### src/rtl/bcd_pkg.sv
// Shared constants, FSM state type and digit-adjust helpers for the
// sequential BCD <-> binary converters.
package bcd_pkg;

  localparam int BCD_DIGITS = 4;
  localparam int BCD_BIN_W  = 14;
  localparam int BCD_MAX    = 9999;
  localparam int BCD_CNT_W  = $clog2(BCD_BIN_W);

  typedef enum logic [1:0] {
    IDLE,
    SHIFT,
    DONE
  } state_t;

  function automatic logic [3:0] dab_sub3(
    input logic [3:0] d
  );
    return (d >= 4'd8) ? d - 4'd3 : d;
  endfunction

  // Forward double dabble rule, used by the binary-to-BCD variant.
  function automatic logic [3:0] dab_add3(
    input logic [3:0] d
  );
    return (d >= 4'd5) ? d + 4'd3 : d;
  endfunction

endpackage

### src/rtl/bcd_to_binary_seq_if.sv
// start/busy/done handshake bundle for the BCD-to-binary converter.
// The master drives the request; the slave is the converter.
interface bcd_to_binary_seq_if #(
  parameter int DIGITS = 4,
  parameter int BIN_W  = 14
);

  logic                  start;
  logic [4*DIGITS-1:0]   bcd_in;
  logic                  busy;
  logic                  done;
  logic                  error;
  logic [BIN_W-1:0]      binary_out;

  modport master (
    output start,
    output bcd_in,
    input  busy,
    input  done,
    input  error,
    input  binary_out
  );

  modport slave (
    input  start,
    input  bcd_in,
    output busy,
    output done,
    output error,
    output binary_out
  );

endinterface

### src/rtl/bcd_digit_correct.sv
// Per-digit reverse double dabble adjust: subtract 3 when digit >= 8.
// Purely combinational, 4-bit arithmetic, no inter-digit carry.
module bcd_digit_correct
  import bcd_pkg::*;
(
  input  logic [3:0] i_d,
  output logic [3:0] o_d
);

  assign o_d = dab_sub3(i_d);

endmodule

### src/rtl/bcd_to_binary_seq.sv
// Sequential BCD-to-binary converter, one reverse double dabble bit per clock.
// Optional invalid-digit check enabled by defining BCD_DIGIT_CHECK_EN.
module bcd_to_binary_seq
  import bcd_pkg::*;
#(
  parameter int DIGITS = BCD_DIGITS,
  parameter int BIN_W  = BCD_BIN_W
) (
  input  logic                 clk,
  input  logic                 rst,
  bcd_to_binary_seq_if.slave   bus
);

  localparam int BCD_W = 4 * DIGITS;
  localparam int CNT_W = $clog2(BIN_W);

  state_t              r_state;
  logic [BCD_W-1:0]    r_bcd;
  logic [BIN_W-1:0]    r_bin;
  logic [CNT_W-1:0]    r_cnt;
  logic                r_busy;
  logic                r_done;
  logic [BIN_W-1:0]    r_out;

  logic [BCD_W-1:0]    w_bcd_sh;
  logic [BCD_W-1:0]    w_bcd_cor;
  logic [BIN_W-1:0]    w_bin_sh;

  // {bcd, bin} >> 1: bcd LSB falls into the bin MSB.
  assign w_bcd_sh = {1'b0, r_bcd[BCD_W-1:1]};
  assign w_bin_sh = {r_bcd[0], r_bin[BIN_W-1:1]};

  for (genvar g = 0; g < DIGITS; g++) begin : g_dig
    bcd_digit_correct u_cor (
      .i_d (w_bcd_sh[4*g +: 4]),
      .o_d (w_bcd_cor[4*g +: 4])
    );
  end

`ifdef BCD_DIGIT_CHECK_EN
  logic w_bad;
  logic r_err;

  always_comb begin
    w_bad = 1'b0;
    for (int i = 0; i < DIGITS; i++) begin
      if (bus.bcd_in[4*i +: 4] > 4'd9) w_bad = 1'b1;
    end
  end

  always_ff @(posedge clk or posedge rst) begin
    if (rst) begin
      r_err <= 1'b0;
    end else if (r_state == IDLE && bus.start) begin
      if (w_bad) r_err <= 1'b1;
    end else if (r_state == SHIFT &&
                 r_cnt == CNT_W'(BIN_W - 1)) begin
      r_err <= 1'b0;
    end
  end

  assign bus.error = r_err;
`else
  assign bus.error = 1'b0;
`endif

  always_ff @(posedge clk or posedge rst) begin
    if (rst) begin
      r_state <= IDLE;
      r_bcd   <= '0;
      r_bin   <= '0;
      r_cnt   <= '0;
      r_busy  <= 1'b0;
      r_done  <= 1'b0;
      r_out   <= '0;
    end else begin
      case (r_state)
        IDLE: begin
          if (bus.start) begin
            r_busy <= 1'b1;
`ifdef BCD_DIGIT_CHECK_EN
            if (w_bad) begin
              r_done  <= 1'b1;
              r_out   <= '0;
              r_state <= DONE;
            end else begin
              r_bcd   <= bus.bcd_in;
              r_bin   <= '0;
              r_cnt   <= '0;
              r_state <= SHIFT;
            end
`else
            r_bcd   <= bus.bcd_in;
            r_bin   <= '0;
            r_cnt   <= '0;
            r_state <= SHIFT;
`endif
          end
        end
        SHIFT: begin
          r_bcd <= w_bcd_cor;
          r_bin <= w_bin_sh;
          r_cnt <= r_cnt + 1'b1;
          if (r_cnt == CNT_W'(BIN_W - 1)) begin
            r_out   <= w_bin_sh;
            r_done  <= 1'b1;
            r_state <= DONE;
          end
        end
        DONE: begin
          r_done  <= 1'b0;
          r_busy  <= 1'b0;
          r_state <= IDLE;
        end
        default: begin
          r_state <= IDLE;
        end
      endcase
    end
  end

  assign bus.busy       = r_busy;
  assign bus.done       = r_done;
  assign bus.binary_out = r_out;

endmodule
### src/flat_wrapper.sv
// flat-port wrapper written by rule: the top's interface ports become plain ports
module bcd_to_binary_seq_flat import bcd_pkg::*;
#(
  parameter int DIGITS = BCD_DIGITS,
  parameter int BIN_W  = BCD_BIN_W
)
  (clk, rst, bus_start, bus_bcd_in, bus_busy, bus_done, bus_error, bus_binary_out);
  bcd_to_binary_seq_if #(.DIGITS(DIGITS), .BIN_W(BIN_W)) bus_i ();
  input  logic clk;
  input  logic rst;
  input wire logic [$bits(bus_i.start)-1:0] bus_start;
  input wire logic [$bits(bus_i.bcd_in)-1:0] bus_bcd_in;
  output wire logic [$bits(bus_i.busy)-1:0] bus_busy;
  output wire logic [$bits(bus_i.done)-1:0] bus_done;
  output wire logic [$bits(bus_i.error)-1:0] bus_error;
  output wire logic [$bits(bus_i.binary_out)-1:0] bus_binary_out;
  assign bus_i.start = bus_start;
  assign bus_i.bcd_in = bus_bcd_in;
  assign bus_busy = bus_i.busy;
  assign bus_done = bus_i.done;
  assign bus_error = bus_i.error;
  assign bus_binary_out = bus_i.binary_out;
  bcd_to_binary_seq #(.DIGITS(DIGITS), .BIN_W(BIN_W)) u_core (.clk(clk), .rst(rst), .bus(bus_i));
endmodule
### config.mk
export PLATFORM = sky130hd
export DESIGN_NAME = bcd_to_binary_seq_flat
export DESIGN_NICKNAME = d
export VERILOG_FILES = /design/src/rtl/bcd_pkg.sv /design/src/rtl/bcd_to_binary_seq_if.sv /design/src/rtl/bcd_digit_correct.sv /design/src/rtl/bcd_to_binary_seq.sv /design/src/flat_wrapper.sv
export SDC_FILE = /design/constraint.sdc
export NUM_CORES = 1
export LEC_CHECK = 0
export ABC_CLOCK_PERIOD_IN_PS = 2150
export CORE_ASPECT_RATIO = 0.6
export CORE_MARGIN = 1
export CORE_UTILIZATION = 30
export CTS_CLUSTER_DIAMETER = 100
export DETAILED_ROUTE_END_ITERATION = 12
export SYNTH_ARGS = -nofsm -noshare
export SYNTH_HDL_FRONTEND = slang
export SYNTH_SLANG_ARGS = --single-unit
### constraint.sdc
create_clock -name clk -period 2.15 [get_ports clk]
set_input_delay 0.43 -clock clk [delete_from_list [all_inputs] [get_ports clk]]
set_output_delay 0.43 -clock clk [all_outputs]
set_load 0.05 [all_outputs]
==> run summary, run 1 <==
status = finished clean
Worst Reg-to-Reg Cells = 4
Leak = 1.34 nW
VDD IR max = 0.642 mV
Critical path buffers and inverters = 1
vias in the first global route = 1,585
cell area after layout = 2980 um^2
Ys Warns = 0
Max-Slew Margin vs Limit = 0.525
reg-to-reg setup timing slack = 0.44 ns
postcts setup bufs = 0
fillcell total = 748
Req. time, crit path = 1.72 ns
Unique masters post-synth = 38
DR WL/cell = 14.4 um
Post-layout nets = 262
ANT nets after route = 0
largest net degree at the start of global routing = 52
Crit. End Element = output port
Clock Pin Slew Worst Setup and Hold Paths = 0.07 ns
crit-path cells = clkdlybuf4s50_1
die width = 116 um
post-layout min period = 1.89 ns
Top Ports = 36
dpl hpwl = 3.25 mm
H-tree Lvls = 2
metal2 WL = 1.79 mm
crit-path leading delay family = buffers and inverters
Clock Skews = 0.00425 ns
Worst EP arrival = 1.46 ns
CTS resizes = 0
ant diodes = 0
WHS Endpoint = u_core.bus.binary_out[0]
final critical-path share of the clock period = 0.878
initial DRC count = 82
Pre-antenna DRT Iters = 4
gr ovfl total = 0
TritonCTS buffer count = 5
register area = 1280 um^2
Max Cap Viol = 0
global-route wire length before repair = 8.14 mm
EDFF count, synth = 0
# hold bufs at CTS = 0
uppermost layer routed = met4
max frequency = 530 MHz
CP max FO = 2
via count = 1,593
Port Buf Inserts = 34
CTS tree = built
Starting Density = 0.316
Clock Path Buffers = 2
GRT Overall Usage = 0.132
Async SR Flop Fraction = 1.00
drt total wl = 4.88 mm
Worst path depth = 1
root buf cell = clkbuf_16
Seq/Total Area, Yosys = 0.547
clk sinks = 51
r2r endpoint = u_core.bus.binary_out[7]
setup TNS after final layout = 0 ns
Slew @ Worst Pin = 0.712 ns
Post-route DRC = 0
Die H = 70.3 um
antenna violations before repair = 0
Syn Std Cell Area = 2330 um^2
placed cell area = 2820 um^2
layout cells sized above 1 = 0.111
Top FF cell, synth = dfrtp_1
max incr delay on CP = 0.81 ns
Crit Reg-Reg Startpoint = u_core.r_cnt[0]
Worst-Skew Late Latency = 0.29 ns
GP Congestion = 0.741
Hold Crit Depth = 1
wire length on met3 = 257 um
final hold viol count = 0
synthesized flop and latch total = 51
footprint of the multi-input gates = 946 um^2
RSZ-0062 raised after global routing = no
hold_sp = u_core.bus.binary_out[0]
CP Launch Type = register
Slowest-stage cell, CP = clkdlybuf4s50_1
num rows = 24
vias per cell = 4.70
Setup CP Type = reg2out
routed metal-1 wire length = 2.81 mm
Slew Limit Fails = 0
post-synthesis area per instance = 11.7 um^2
die area = 8150 um^2
Setup violations, final = 0
post-synth net total = 226
Core Region = 7390 um^2
synthesized instance count = 199
Min-Delay Path Class = reg2reg
Area growth syn-to-layout = 27.8%
PwrDens = 1490 nW/um^2
-- where the power goes --
| group | switching [W] | internal [W] | leakage (nW) |
|---|---|---|---|
| combinational | 0.00102 | 0.000821 | 0.621 |
| clock | 0.000342 | 0.000543 | 0.0759 |
| sequential | 0.000348 | 0.00136 | 0.642 |
-- worst reg2reg max path: cells and delay by family, from the launching register on --
family	cells	cell delay [ns]
AND/OR/NAND/NOR	2	0.55
adder cells (fa/ha/maj)	1	0.21
multiplexers	1	0.40
flip-flops	1	0.45
-- final cells by class --
class	count	area share
timing repair buffer	41	0.140
multi-input combinational	123	0.317
inverter	13	0.0164
sequential	51	0.428
clock buffer	5	0.0420
tap	104	0.0436
clock inverter	2	0.0126
-- per-stage QoR --
stage / power [W] / hold WS (ns) / setup WS (ns) / instances / util
after floorplan: 0.00298 / 0.448 / 0.490 / 199 / -
after global placement: 0.00353 / 0.465 / 0.266 / 332 / 0.382
after detailed placement: 0.00357 / 0.471 / 0.229 / 332 / 0.382
after CTS: 0.00447 / 0.490 / 0.255 / 339 / 0.404
after global routing: 0.00470 / 0.499 / 0.217 / 339 / 0.404
final: 0.00443 / 0.486 / 0.262 / 339 / 0.404
-- layer usage --
metal  global-route usage  vias up
li1                     -      779
met1                0.214      769
met2                0.163       43
met3               0.0347        2
met4               0.0427        0
met5                    0        -
-- sequential cells by signal, summed over array words and instances (netlist names) --
register and flops:
u_core.bus.binary_out 14, u_core.r_bin 13, u_core.r_cnt 4, u_core.bus.done 1
u_core.bus.busy 1, u_core.r_state 2, u_core.r_bcd 16
-- Yosys cell counts, drive strengths merged (4+ instances only) --
library cell  count  area [um^2]
dfrtp            51         1280
mux2             14          158
nor2b             7         43.8
a22o             12          105
buf              10         58.8
mux2i             5         50.1
o21ai            11         55.1
a21oi             6         30.0
nor2              8         40.0
a21o              4         30.0
nand3             5         25.0
ha                8          100
xnor2             6         52.6
nand2             9         33.8
inv              13         48.8
-- worst max-delay path by stage --
| stage | from | end | slack (ns) |
|---|---|---|---|
| after floorplan | rst | u_core.bus.binary_out[0] | 0.49 |
| after global placement | bus_start | u_core.r_cnt[1] | 0.27 |
| final | u_core.bus.busy | bus_busy | 0.26 |
| after CTS | u_core.bus.busy | bus_busy | 0.26 |
| after detailed placement | bus_start | u_core.r_cnt[0] | 0.23 |
| after global routing | u_core.bus.binary_out[4] | bus_binary_out[4] | 0.22 |
-- cells by family after synthesis --
family,count (synthesis),synth area share
DFF,51,0.547
AOI/OAI and AO/OA,55,0.172
buffers and inverters,25,0.0493
and+or+nand+nor,34,0.0756
adders and majority gates,8,0.0429
muxes,19,0.0890
xor gates and xnor gates,6,0.0225
other,1,0.00161
-- layout by cell type (no fill, tap or decap), types with 2 or more instances in the layout --
master	netlist	final
mux2_2	6	6
o21ai_0	8	8
and2_1	3	3
a32oi_1	3	3
o21ai_1	3	3
a211oi_1	3	3
a21oi_1	6	6
buf_12	0	2
a22oi_1	2	2
inv_2	1	2
a21o_1	4	4
a222oi_1	3	3
nor2_1	6	6
o22a_1	3	3
mux2i_1	5	5
mux2_1	8	8
buf_4	1	5
nand2_1	9	9
xnor2_1	6	6
a22o_1	12	12
a31oi_1	3	3
clkdlybuf4s50_1	0	34
nor2b_1	7	7
dfrtp_1	51	51
clkbuf_16	0	5
nand3_1	5	5
inv_1	12	11
ha_1	8	8
(Power assumes the default switching activity.)
==> run 2, diff against run 1 <==
--- a/config.mk
+++ b/config.mk
@@ -10,6 +10,7 @@
 export CORE_MARGIN = 1
 export CORE_UTILIZATION = 30
-export CTS_CLUSTER_DIAMETER = 100
+export CTS_CLUSTER_DIAMETER = 30
 export DETAILED_ROUTE_END_ITERATION = 12
+export SKIP_CTS_REPAIR_TIMING = 1
 export SYNTH_ARGS = -nofsm -noshare
 export SYNTH_HDL_FRONTEND = slang
==> constraint.sdc (replaced) <==
create_clock -name clk -period 2.15 [get_ports clk]
set_input_delay 0.645 -clock clk [delete_from_list [all_inputs] [get_ports clk]]
set_output_delay 0.645 -clock clk [all_outputs]
set_load 0.05 [all_outputs]
==> run 2 against run 1 <==
Against the previous run: worst hold slack worse by 0.0010 ns; register-to-register slack gained 0.06 ns; sequential power is essentially flat; largest power group unchanged.
==> run summary, run 2 (same netlist as run 1, synthesis figures left out) <==
Clock Path Buffers = 2 (unchanged)
clk sinks = 51 (unchanged)
Net Sw Power = 0.00171 W (+0.24%)
Crit. End Element = output port
CTS tree = built
reg-to-reg setup timing slack = 0.50 ns (+0.06 ns)
via count = 1,609 (+1.0%)
CP max FO = 2 (unchanged)
Leak = 1.37 nW (+2.6%)
Biggest register = u_core.r_bcd
vias in the first global route = 1,525 (-3.8%)
DR WL/cell = 14.4 um (-0.27%)
PwrDens = 1490 nW/um^2 (+0.12%)
Slowest-stage cell, CP = clkdlybuf4s50_1
crit-path cells = clkdlybuf4s50_1
CP Launch Point = u_core.bus.binary_out[2]
RSZ-0062 raised after global routing = no
vias per cell = 4.70 (+0.12%)
Crit Reg-Reg Startpoint = u_core.r_cnt[1]
Worst EP arrival = 1.43 ns (-0.03 ns)
r2r endpoint = u_core.bus.binary_out[7]
Post-layout nets = 264 (+0.76%)
Area growth syn-to-layout = 26.6%
Clock Skews = 0.00590 ns (+0.00165 ns)
max frequency = 482 MHz (-9.1%)
layout cells sized above 1 = 0.181 (+0.0700)
Post-route DRC = 0 (unchanged)
initial DRC count = 108 (+32%)
ant diodes = 0 (unchanged)
gr ovfl total = 0 (unchanged)
Max Cap Viol = 0 (unchanged)
status = finished clean
root buf cell = clkbuf_16
num rows = 24 (unchanged)
internal power = 0.00269 W (-1.4%)
total power = 0.00440 W (-0.76%)
Die H = 70.3 um (unchanged)
final critical-path share of the clock period = 0.966 (+0.0875)
die width = 116 um (unchanged)
share of power burned in the clock network = 0.205 (+0.005)
Starting Density = 0.316 (unchanged)
Pre-antenna DRT Iters = 4 (unchanged)
CP Launch Type = register
crit path to = bus_binary_out[2]
Min-Delay Path Class = reg2reg
die area = 8150 um^2 (unchanged)
crit-path leading delay family = buffers and inverters
Seq pwr share = 0.387 (about the same)
TritonCTS buffer count = 5 (unchanged)
Slew Limit Fails = 0 (unchanged)
Worst path depth = 1 (unchanged)
antenna violations before repair = 0 (unchanged)
Setup CP Type = reg2out
GRT Overall Usage = 0.131 (-0.00179)
Non-Filler Instances = 342 (+0.88%)
Core Region = 7390 um^2 (unchanged)
Critical path buffers and inverters = 1 (unchanged)
max incr delay on CP = 0.80 ns (about the same)
post-layout min period = 2.08 ns (+0.188 ns)
H-tree Lvls = 2 (unchanged)
Worst Reg-to-Reg Cells = 5 (+1)
DP Cell Count = 334 (+0.60%)
commonest non-fill, non-tap cell in the layout = dfrtp_1
Setup violations, final = 0 (unchanged)
most frequent cells in the layout = dfrtp_1 (51), buf_4 (22), clkdlybuf4s50_1 (20), a22o_1 (12), inv_1 (11)
Combinational Power Share = 0.408 (-0.006)
Worst-Skew Late Latency = 0.29 ns (about the same)
VDD IR max = 0.701 mV (+9.2%)
ANT nets after route = 0 (unchanged)
GP Congestion = 0.789 (+6.5%)
max FFs per register = 16 (unchanged)
global-route wire length before repair = 8.14 mm (unchanged)
dpl hpwl = 3.36 mm (+3.4%)
Port Buf Inserts = 34 (unchanged)
Top Ports = 36 (unchanged)
final hold viol count = 0 (unchanged)
Clock Pin Slew Worst Setup and Hold Paths = 0.07 ns (about the same)
largest net degree at the start of global routing = 52 (unchanged)
Req. time, crit path = 1.50 ns (-0.22 ns)
switching share of power = 0.389 (+0.00389)
drt total wl = 4.91 mm (+0.61%)
setup TNS after final layout = 0 ns (unchanged)
==> run 2: final cells by class <==
cell class                      count  area [um^2]
Tap cell                          104          130
Multi-Input combinational cell    123          946
Sequential cell                    51         1280
Clock buffer                        5          125
Inverter                           13         48.8
Clock inverter                      3         43.8
Fill cell                         739         4430
Timing Repair Buffer               43          385
==> run 2: per-stage QoR <==
step                      utilization  worst slack, ns  hold slack (ns)  area, um^2
final                           0.400           0.0739            0.485        2960
after global routing            0.400           0.0192            0.507        2960
after CTS                       0.400           0.0639            0.486        2960
after detailed placement        0.377            0.219            0.467        2790
after global placement          0.377            0.266            0.466        2790
after floorplan                     -            0.275            0.448        2330
==> run 2: how the worst min path moves through the flow <==
stage | cells past startpoint | slack [ns] | from | endpoint
2_1_floorplan | 2 | 0.45 | u_core.r_bcd[13] | u_core.r_bcd[13]
3_3_place_gp | 2 | 0.47 | u_core.r_bcd[13] | u_core.r_bcd[13]
3_5_place_dp | 1 | 0.47 | u_core.bus.done | u_core.bus.done
4_1_cts | 2 | 0.49 | u_core.r_bcd[13] | u_core.r_bcd[13]
5_1_grt | 2 | 0.51 | u_core.r_bcd[13] | u_core.r_bcd[13]
6_report | 1 | 0.49 | u_core.bus.binary_out[13] | u_core.bus.binary_out[13]
==> run 2: metal layers <==
metal,GRT usage,share of wire
met5,0,0
met2,0.161,0.36
met1,0.219,0.57
met3,0.0321,0.059
met4,0.0256,0.0069
==> run 2: power groups by stage <==
stage / Sequential [W] / Combinational, W / Clock [W]
2_1_floorplan: 0.00206 / 0.000921 / 0
3_3_place_gp: 0.00171 / 0.00178 / 0
3_5_place_dp: 0.00172 / 0.00180 / 0
4_1_cts: 0.00170 / 0.00182 / 0.000917
5_1_grt: 0.00177 / 0.00197 / 0.000955
6_report: 0.00170 / 0.00180 / 0.000900
